`config.mk`:
```
export PLATFORM = sky130hd
export DESIGN_NAME = cla_serial_adder
export DESIGN_NICKNAME = d
export VERILOG_FILES = /design/src/rtl/cla_pkg.sv /design/src/rtl/cla4_slice.sv /design/src/rtl/cla_serial_adder.sv
export SDC_FILE = /design/constraint.sdc
export NUM_CORES = 1
export LEC_CHECK = 0
export ABC_AREA = 1
export CAP_MARGIN = 20
export CORE_MARGIN = 2
export CORE_UTILIZATION = 45
export CTS_CLUSTER_SIZE = 14
export DETAILED_ROUTE_END_ITERATION = 12
export PLACE_DENSITY_LB_ADDON = 0.1
export SLEW_MARGIN = 20
export SYNTH_ARGS = -nofsm -noshare
export SYNTH_HDL_FRONTEND = slang
export SYNTH_HIERARCHICAL = 1
export SYNTH_SLANG_ARGS = --single-unit
```
`constraint.sdc`:
```
create_clock -name clk -period 4.02 [get_ports clk]
set_input_delay 0.804 -clock clk [delete_from_list [all_inputs] [get_ports clk]]
set_output_delay 0.804 -clock clk [all_outputs]
set_load 0.01 [all_outputs]
```
`src/rtl/cla_pkg.sv`:
```
// Shared types and constants for the nibble-serial carry-look-ahead adder.
// Holds the FSM state encoding, the slice width and the nibble-count helper.
package cla_pkg;

   typedef enum logic [1:0] {
      ST_IDLE = 2'd0,
      ST_ADD  = 2'd1,
      ST_DONE = 2'd2
   } state_t;

   localparam int SLICE_W = 4;

   function automatic int nib(input int width);
      return width / SLICE_W;
   endfunction

endpackage

```
`src/rtl/cla4_slice.sv`:
```
// Purely combinational 4-bit carry-look-ahead slice.
// All carries are formed directly from generate/propagate terms and cin.
module cla4_slice
   import cla_pkg::*;
(
   input  logic [SLICE_W-1:0] a,
   input  logic [SLICE_W-1:0] b,
   input  logic               cin,
   output logic [SLICE_W-1:0] sum,
   output logic               cout
);

   logic [SLICE_W-1:0] w_p;
   logic [SLICE_W-1:0] w_g;
   logic [SLICE_W-1:0] w_c;

   assign w_p = a ^ b;
   assign w_g = a & b;

   assign w_c[0] = cin;
   assign w_c[1] = w_g[0] | (w_p[0] & cin);
   assign w_c[2] = w_g[1] | (w_p[1] & w_g[0]) | (w_p[1] & w_p[0] & cin);
   assign w_c[3] = w_g[2] | (w_p[2] & w_g[1]) | (w_p[2] & w_p[1] & w_g[0])
                 | (w_p[2] & w_p[1] & w_p[0] & cin);

   assign cout = w_g[3] | (w_p[3] & w_g[2]) | (w_p[3] & w_p[2] & w_g[1])
               | (w_p[3] & w_p[2] & w_p[1] & w_g[0])
               | (w_p[3] & w_p[2] & w_p[1] & w_p[0] & cin);

   assign sum = w_p ^ w_c;

endmodule

```
`src/rtl/cla_serial_adder.sv`:
```
// Nibble-serial WIDTH-bit adder wrapped in a valid/ready handshake.
// One CLA slice is reused per nibble, LSB first, with the carry registered between nibbles.
module cla_serial_adder
   import cla_pkg::*;
#(
   parameter int WIDTH = 16
)
(
   input  logic             clk,
   input  logic             rst_n,
   input  logic             in_valid,
   output logic             in_ready,
   input  logic [WIDTH-1:0] a,
   input  logic [WIDTH-1:0] b,
   input  logic             cin,
   output logic             out_valid,
   input  logic             out_ready,
   output logic [WIDTH-1:0] sum,
   output logic             cout,
   output logic             overflow
);

   localparam int NIB_N = nib(WIDTH);
   localparam int IDX_W = (NIB_N > 1) ? $clog2(NIB_N) : 1;
   localparam logic [IDX_W-1:0] LAST_IDX = IDX_W'(NIB_N - 1);

   generate
      if (((WIDTH % SLICE_W) != 0) || (WIDTH < 8)) begin : g_bad_width
         $error("cla_serial_adder: WIDTH must be a multiple of 4 and at least 8");
      end
   endgenerate

   state_t             r_state;
   state_t             w_state_nxt;
   logic [IDX_W-1:0]   r_idx;
   logic [WIDTH-1:0]   r_a;
   logic [WIDTH-1:0]   r_b;
   logic [WIDTH-1:0]   r_sum;
   logic               r_carry;
   logic               r_ovf;
   logic               r_out_valid;

   logic [SLICE_W-1:0] w_a_nib;
   logic [SLICE_W-1:0] w_b_nib;
   logic [SLICE_W-1:0] w_s_sum;
   logic               w_s_cout;
   logic               w_last;

   assign w_a_nib = r_a[SLICE_W*r_idx +: SLICE_W];
   assign w_b_nib = r_b[SLICE_W*r_idx +: SLICE_W];
   assign w_last  = (r_idx == LAST_IDX);

   cla4_slice u_slice (
      .a    (w_a_nib),
      .b    (w_b_nib),
      .cin  (r_carry),
      .sum  (w_s_sum),
      .cout (w_s_cout)
   );

   // State register
   always_ff @(posedge clk or negedge rst_n) begin
      if (!rst_n) begin
         r_state <= ST_IDLE;
      end else begin
         r_state <= w_state_nxt;
      end
   end

   // Next-state decode; in DONE only the output handshake is honoured
   always_comb begin
      w_state_nxt = r_state;
      case (r_state)
         ST_IDLE: begin
            if (in_valid) w_state_nxt = ST_ADD;
            else          w_state_nxt = ST_IDLE;
         end
         ST_ADD: begin
            if (w_last) w_state_nxt = ST_DONE;
            else        w_state_nxt = ST_ADD;
         end
         ST_DONE: begin
            if (out_ready) w_state_nxt = ST_IDLE;
            else           w_state_nxt = ST_DONE;
         end
         default: w_state_nxt = ST_IDLE;
      endcase
   end

   // Operand capture, per-nibble accumulation and result flags
   always_ff @(posedge clk or negedge rst_n) begin
      if (!rst_n) begin
         r_idx       <= '0;
         r_a         <= '0;
         r_b         <= '0;
         r_sum       <= '0;
         r_carry     <= 1'b0;
         r_ovf       <= 1'b0;
         r_out_valid <= 1'b0;
      end else begin
         case (r_state)
            ST_IDLE: begin
               if (in_valid) begin
                  r_a     <= a;
                  r_b     <= b;
                  r_carry <= cin;
                  r_idx   <= '0;
                  r_sum   <= '0;
                  r_ovf   <= 1'b0;
               end
            end
            ST_ADD: begin
               r_sum[SLICE_W*r_idx +: SLICE_W] <= w_s_sum;
               r_carry <= w_s_cout;
               r_idx   <= r_idx + IDX_W'(1);
               if (w_last) begin
                  // Last nibble's top bit is the final sum MSB
                  r_ovf       <= (r_a[WIDTH-1] == r_b[WIDTH-1]) &&
                                 (w_s_sum[SLICE_W-1] != r_a[WIDTH-1]);
                  r_out_valid <= 1'b1;
                  r_idx       <= '0;
               end
            end
            ST_DONE: begin
               if (out_ready) r_out_valid <= 1'b0;
            end
            default: begin
               r_out_valid <= 1'b0;
            end
         endcase
      end
   end

   assign in_ready  = (r_state == ST_IDLE);
   assign out_valid = r_out_valid;
   assign sum       = r_sum;
   assign cout      = r_carry;
   assign overflow  = r_ovf;

endmodule

```
==> run_results.csv, run 1 <==
group,metric,value,unit
setup_path,arrival,2.88,ns
setup_path,cp_data_required_time,4.26,ns
power_and_ir_drop,power.switching,1.34,mW
synth,syn_area_per_cell,8.17,sq um
route,avgViaCountPerCell,4.98,
route,firstDrtPassIters,4,
clocking,cts_resized,0,
clocking,cts_sinks,55,
clocking,worstSkewPairLatency,0.30,ns
placement,portBuffers,56,
synth,synth_common_cells,"nand2_1, dfrtp_1, o21ai_0",
synth,yosysWarnings,6,
synth,synth_seq_cells,55,
placement,dpl_cell_area,0.00334,sq mm
synth,synth_top_area_share,49.8,%
global_routing,grt_max_degree,45,
cells_and_area,drive_above_1_share,5.87,%
setup_path,cp_cell_sequence,"inv_1 -> o21ai_0 -> o22ai_1 -> ha_1 -> or2_0 -> nand2_1 -> nand3_1 -> nand2_1 -> nand2_1 -> a21oi_1 -> nand3_1 -> nand2_1",
clocking,path_clk_slew,0.10,ns
global_routing,antenna_found_initial,0,
timing,finalSetupViolCount,0,
min_path,holdCritStartpoint,"sum[7]",
die,rows,28,
route,drcViolationCount,0,
power_and_ir_drop,share_comb_of_total_power,55.4,%
synth,synth_ff_type,"dfrtp_1",
global_routing,grt.overflow.total,0,
setup_path,critPathMaxStageDelay,0.52,ns
route,routed_wirelength,5.98,mm
setup_path,path_class,"reg -> reg",
synth,ys_types,27,
die,initial_core_util,46.7,%
route,vias,2324,
synth,synth_area,0.00276,sq mm
synth,ys_seq_area_share,49.8,%
setup_path,path_delay_family,"simple AND/OR/NAND/NOR gates",
setup_path,r2r_end,"overflow",
status,status,"finished, final reports clean",
power_and_ir_drop,p_leak,1.73,nW
clocking,tritoncts,"built",
min_path,hp-class,"reg -> reg",
timing,tightest_slew,0.694,ns
global_routing,grt_pass1_vias,2229,
setup_path,worstSetupEndpointType,"flip-flop",
die,fp.dieW,82.4,um
setup_path,critPathMaxFanout,25,
synth,synth_top_cell_by_area,"dfrtp_1",
power_and_ir_drop,p_seq_share,33.1,%
setup_path,critPathSlowestCell,"inv_1",
timing,min_period_over_period,65.6,%
power_and_ir_drop,power.share.clock,11.5,%
route,ant_nets,0,
timing,holdWs,0.475,ns
die,die_area,0.00678,sq mm
power_and_ir_drop,p_int,1.53,mW
power_and_ir_drop,swShare,46.7,%
placement,hpwl,4.39,mm
setup_path,reg2reg_depth,12,
cells_and_area,fin_area,0.00344,sq mm
clocking,numCtsBuffers,5,
synth,synth_cells,338,
cells_and_area,utilization,58.1,%
min_path,whs_path_depth,2,
power_and_ir_drop,power_density,835,mW/mm^2
synth,yosys.cell_count.top_type,"nand2_1",
route,drt_iter0_markers,116,
cells_and_area,area_delta_synth_final,24.5,%
clocking,post_cts_buffers,0,
job,cap_violations,0,
min_path,holdPathEnd,"sum[7]",
clocking,htree_num_levels,2,
timing,final_hold_viol_count,0,
synth,synth_edf_count,0,
setup_path,cp-start-kind,"flip-flop",
timing,clock_skew,0.00516,ns
power_and_ir_drop,ir_drop,433,uV
timing,period_minus_slack,2.64,ns
timing,rsz0062_at_grt,"no",
timing,max_freq,379,MHz
cells_and_area,final_nets,439,
cells_and_area,fillers,568,
global_routing,grt_pass1_wl,10.1,mm
synth,synth_area_leaders,"dfrtp_1, nand2_1, ha_1, o21ai_0, nand3_1",
clocking,hold_buffers,0,
clocking,cts_buffer_depth,2,
cells_and_area,antennaDiodeCount,0,
die,core,0.00592,sq mm
timing,setup_tns,0,ns
route,routedWlPerCell,12.8,um
setup_path,timing.reg2reg.setup_slack,1.38,ns
placement,place_congestion,0.818,
die,ios,57,
timing,slew_headroom,53.7,%
timing,slew_violations,0,
die,die_h,82.4,um
setup_path,crit_top_cell,"nand2_1",
setup_path,rr_startpoint,"r_idx[0]",
setup_path,crit_buf_inv,1,
global_routing,grt_use_total,19.3,%
clocking,root_buffer,"clkbuf_8",
synth,synthesis.nets,386,
synth,async_reset_ff_share,100,%
## cell type report
class / instances / area [sq um] / share of cell area [%]
Inverter: 22 / 85.1 / 2.47
Timing Repair Buffer: 58 / 571 / 16.6
Tap cell: 75 / 93.8 / 2.73
Clock buffer: 8 / 100 / 2.91
Multi-Input combinational cell: 249 / 1210 / 35.3
Sequential cell: 55 / 1380 / 40.0
## routing by layer
layer / global-route usage [%] / wire [um] / vias up
met5: 0 / 0 / -
met4: 8.17 / 157 / 0
met3: 3.80 / 225 / 12
met2: 31.9 / 2830 / 61
met1: 24.7 / 2770 / 1061
li1: - / - / 1190
## kinds of logic after synthesis
logic type,share of synthesized area [%]
simple gates,30.7
xor+xnor,0.317
buf+inv,6.20
compound gates,7.70
fa+ha+maj,5.25
flops,49.8
## cell usage in the layout (no fill, tap or decap)
cell type	count
nor2_2	3
nand2_4	2
a21oi_1	2
clkdlybuf4s50_1	55
o21ai_0	23
inv_4	1
or2_0	1
o21ai_1	6
nand3_1	17
inv_1	20
clkbuf_1	1
nand2_2	2
nand4_1	10
dfrtp_1	55
nand3_2	1
ha_1	10
nand3b_1	1
nor2_1	17
buf_2	1
xnor2_1	1
clkbuf_8	7
inv_2	1
nand2_1	140
buf_4	2
nor2_4	3
o31ai_1	1
fa_1	1
o22ai_1	8
## worst min-delay path: cells and delay by family (launching register included)
kind             cells  cell delay, ns
DFF                  1            0.35
and+or+nand+nor      2            0.09
## power groups by stage
stage               Clock, mW  Sequential, mW  Combinational (mW)
finish                  0.330           0.952                1.59
floorplan                   0           0.936                1.14
global route            0.365           0.982                1.83
global placement            0           0.966                1.55
CTS                     0.339           0.954                1.59
detailed placement          0           0.963                1.58
## stage by stage
stage | total power [mW] | cells | setup slack (ns)
floorplan | 2.08 | 338 | 1.83
global placement | 2.51 | 459 | 1.62
detailed placement | 2.55 | 459 | 1.48
CTS | 2.88 | 467 | 1.46
global route | 3.18 | 467 | 1.20
finish | 2.87 | 467 | 1.38
## how the worst max path moves through the flow
stage               endpoint  startpoint  cells past startpoint
global route        overflow    r_idx[0]                     12
CTS                 overflow    r_idx[0]                     12
finish              overflow    r_idx[0]                     12
global placement    overflow    r_idx[0]                     12
detailed placement  overflow    r_idx[0]                     12
floorplan           overflow    r_idx[0]                     14
## flip-flops by register name (all words and copies together), names as in the netlist
register and cells:
r_b 16, overflow 1, sum 16, cout 1, r_state 2, out_valid 1, r_a 16, r_idx 2
Power figures use the tool's default switching activity.
==> run 2, diff against run 1 <==
clock period = 2.73 ns   (was 4.02 ns; I/O delays follow)
==> run_results.csv, run 2 (synthesis results as in run 1) <==
group,metric,value,unit
power_and_ir_drop,total_power,4.23,mW
setup_path,critPathMaxStageDelay,0.52,ns
route,routedWlPerCell,13.5,um
global_routing,grt_pass1_vias,2196,
global_routing,antenna_found_initial,0,
die,ios,57,
timing,tightest_slew,0.659,ns
clocking,cts_resized,0,
timing,period_minus_slack,2.42,ns
route,firstDrtPassIters,4,
die,rows,28,
die,initial_core_util,46.7,%
clocking,htree_num_levels,2,
setup_path,cp_data_required_time,2.99,ns
die,core,0.00592,sq mm
cells_and_area,final_cell_mix,"nand2_1, dfrtp_1, clkdlybuf4s50_1",
clocking,hold_buffers,0,
placement,portBuffers,56,
clocking,cts_buffer_depth,2,
clocking,tritoncts,"built",
placement,hpwl,4.69,mm
timing,max_freq,412,MHz
clocking,worstSkewPairLatency,0.31,ns
setup_path,crit_top_cell,"nand2_1",
cells_and_area,drive_above_1_share,6.36,%
timing,clock_skew,0.00834,ns
global_routing,grt_max_degree,36,
die,fp.dieW,82.4,um
power_and_ir_drop,power_density,1220,mW/mm^2
timing,final_hold_viol_count,0,
setup_path,path_class,"reg -> reg",
cells_and_area,fin_area,0.00346,sq mm
clocking,cts_sinks,55,
global_routing,grt_pass1_wl,10.3,mm
power_and_ir_drop,ir_drop,488,uV
status,status,"finished, final reports clean",
min_path,hp-class,"in -> async",
setup_path,critPathMaxFanout,13,
cells_and_area,area_delta_synth_final,25.1,%
setup_path,cp_cell_sequence,"inv_1 -> o21ai_0 -> o22ai_1 -> ha_1 -> or2_0 -> nand2_1 -> nand3_1 -> nand2_1 -> nand2_1 -> a21oi_1 -> nand3_1 -> nand2_1",
timing,finalSetupViolCount,0,
cells_and_area,final_nets,441,
timing,slew_violations,0,
route,drt_iter0_markers,94,
global_routing,grt.overflow.total,0,
setup_path,worstSetupEndpointType,"flip-flop",
cells_and_area,antennaDiodeCount,0,
global_routing,grt_use_total,19.9,%
timing,min_period_over_period,88.8,%
die,die_area,0.00678,sq mm
route,routed_wirelength,6.31,mm
cells_and_area,seq_area,0.00138,sq mm
job,cap_violations,0,
cells_and_area,multi_input_area,0.00121,sq mm
route,vias,2368,
placement,dp.cells,461,
clocking,post_cts_buffers,0,
clocking,numCtsBuffers,5,
cells_and_area,final_common_cell,"nand2_1",
timing,slew_headroom,56.0,%
clocking,path_clk_slew,0.10,ns
placement,dpl_cell_area,0.00337,sq mm
setup_path,arrival,2.68,ns
setup_path,critPathSlowestCell,"dfrtp_1",
power_and_ir_drop,p_leak,1.73,nW
clocking,root_buffer,"clkbuf_8",
die,die_h,82.4,um
timing,setup_tns,0,ns
route,drcViolationCount,0,
setup_path,reg2reg_depth,12,
timing,rsz0062_at_grt,"no",
route,avgViaCountPerCell,5.06,
route,ant_nets,0,
placement,place_congestion,0.931,
setup_path,cp-start-kind,"flip-flop",
cells_and_area,fillers,572,
cells_and_area,finalNonFillerCells,468,
run 2: cell count changes in the layout (fill, tap and decap cells not counted):
| cell | previous run | this run |
|---|---|---|
| clkbuf_8 | 7 | 6 |
| clkbuf_1 | 1 | 0 |
| clkinv_2 | 0 | 1 |
| buf_4 | 2 | 3 |
| buf_12 | 0 | 1 |
run 2: layout make-up:
cell class	instances	share of cell area (%)
Sequential cell	55	39.8
Tap cell	75	2.72
Clock buffer	6	2.39
Multi-Input combinational cell	249	35.2
Clock inverter	1	0.145
Inverter	22	2.46
Timing Repair Buffer	60	17.3
run 2: per-layer routing:
metal,global-route usage (%),part of all wire [%],up-vias
met5,0,0,-
met2,33.1,49,53
met1,25.8,45,1106
met4,7.67,2.1,0
li1,-,-,1192
met3,3.37,3.3,17
run 2: metrics by stage:
step	setup slack, ns	hold WS [ns]	util, %
3_5_place_dp	0.352	0.462	56.9
4_1_cts	0.329	0.276	58.4
3_3_place_gp	0.544	0.457	56.9
6_report	0.305	0.254	58.4
5_1_grt	0.0326	0.293	58.4
2_1_floorplan	0.543	0.250	-
run 2: critical path: cells and delay by family, from the launching register on:
kind                     cells  cell delay, ns
AO/OA/AOI/OAI                3            0.45
buffers and inverters        1            0.31
AND/OR/NAND/NOR              7            0.76
flip-flops                   1            0.52
adder cells (fa/ha/maj)      1            0.31
run 2: final timing paths:
path	startpoint	to	slack [ns]
setup reg to reg	r_idx[1]	overflow	0.31
hold / removal	rst_n	sum[8]	0.25
hold reg to reg	sum[6]	sum[6]	0.49
max in group asynchronous	rst_n	r_b[12]	1.90
setup / recovery	r_idx[1]	overflow	0.31
min in group clk	sum[6]	sum[6]	0.49
run 2: where the power goes:
part	internal (mW)	switching [mW]	total [mW]
clock network	0.200	0.258	0.458
logic	0.888	1.48	2.37
registers	1.16	0.244	1.40
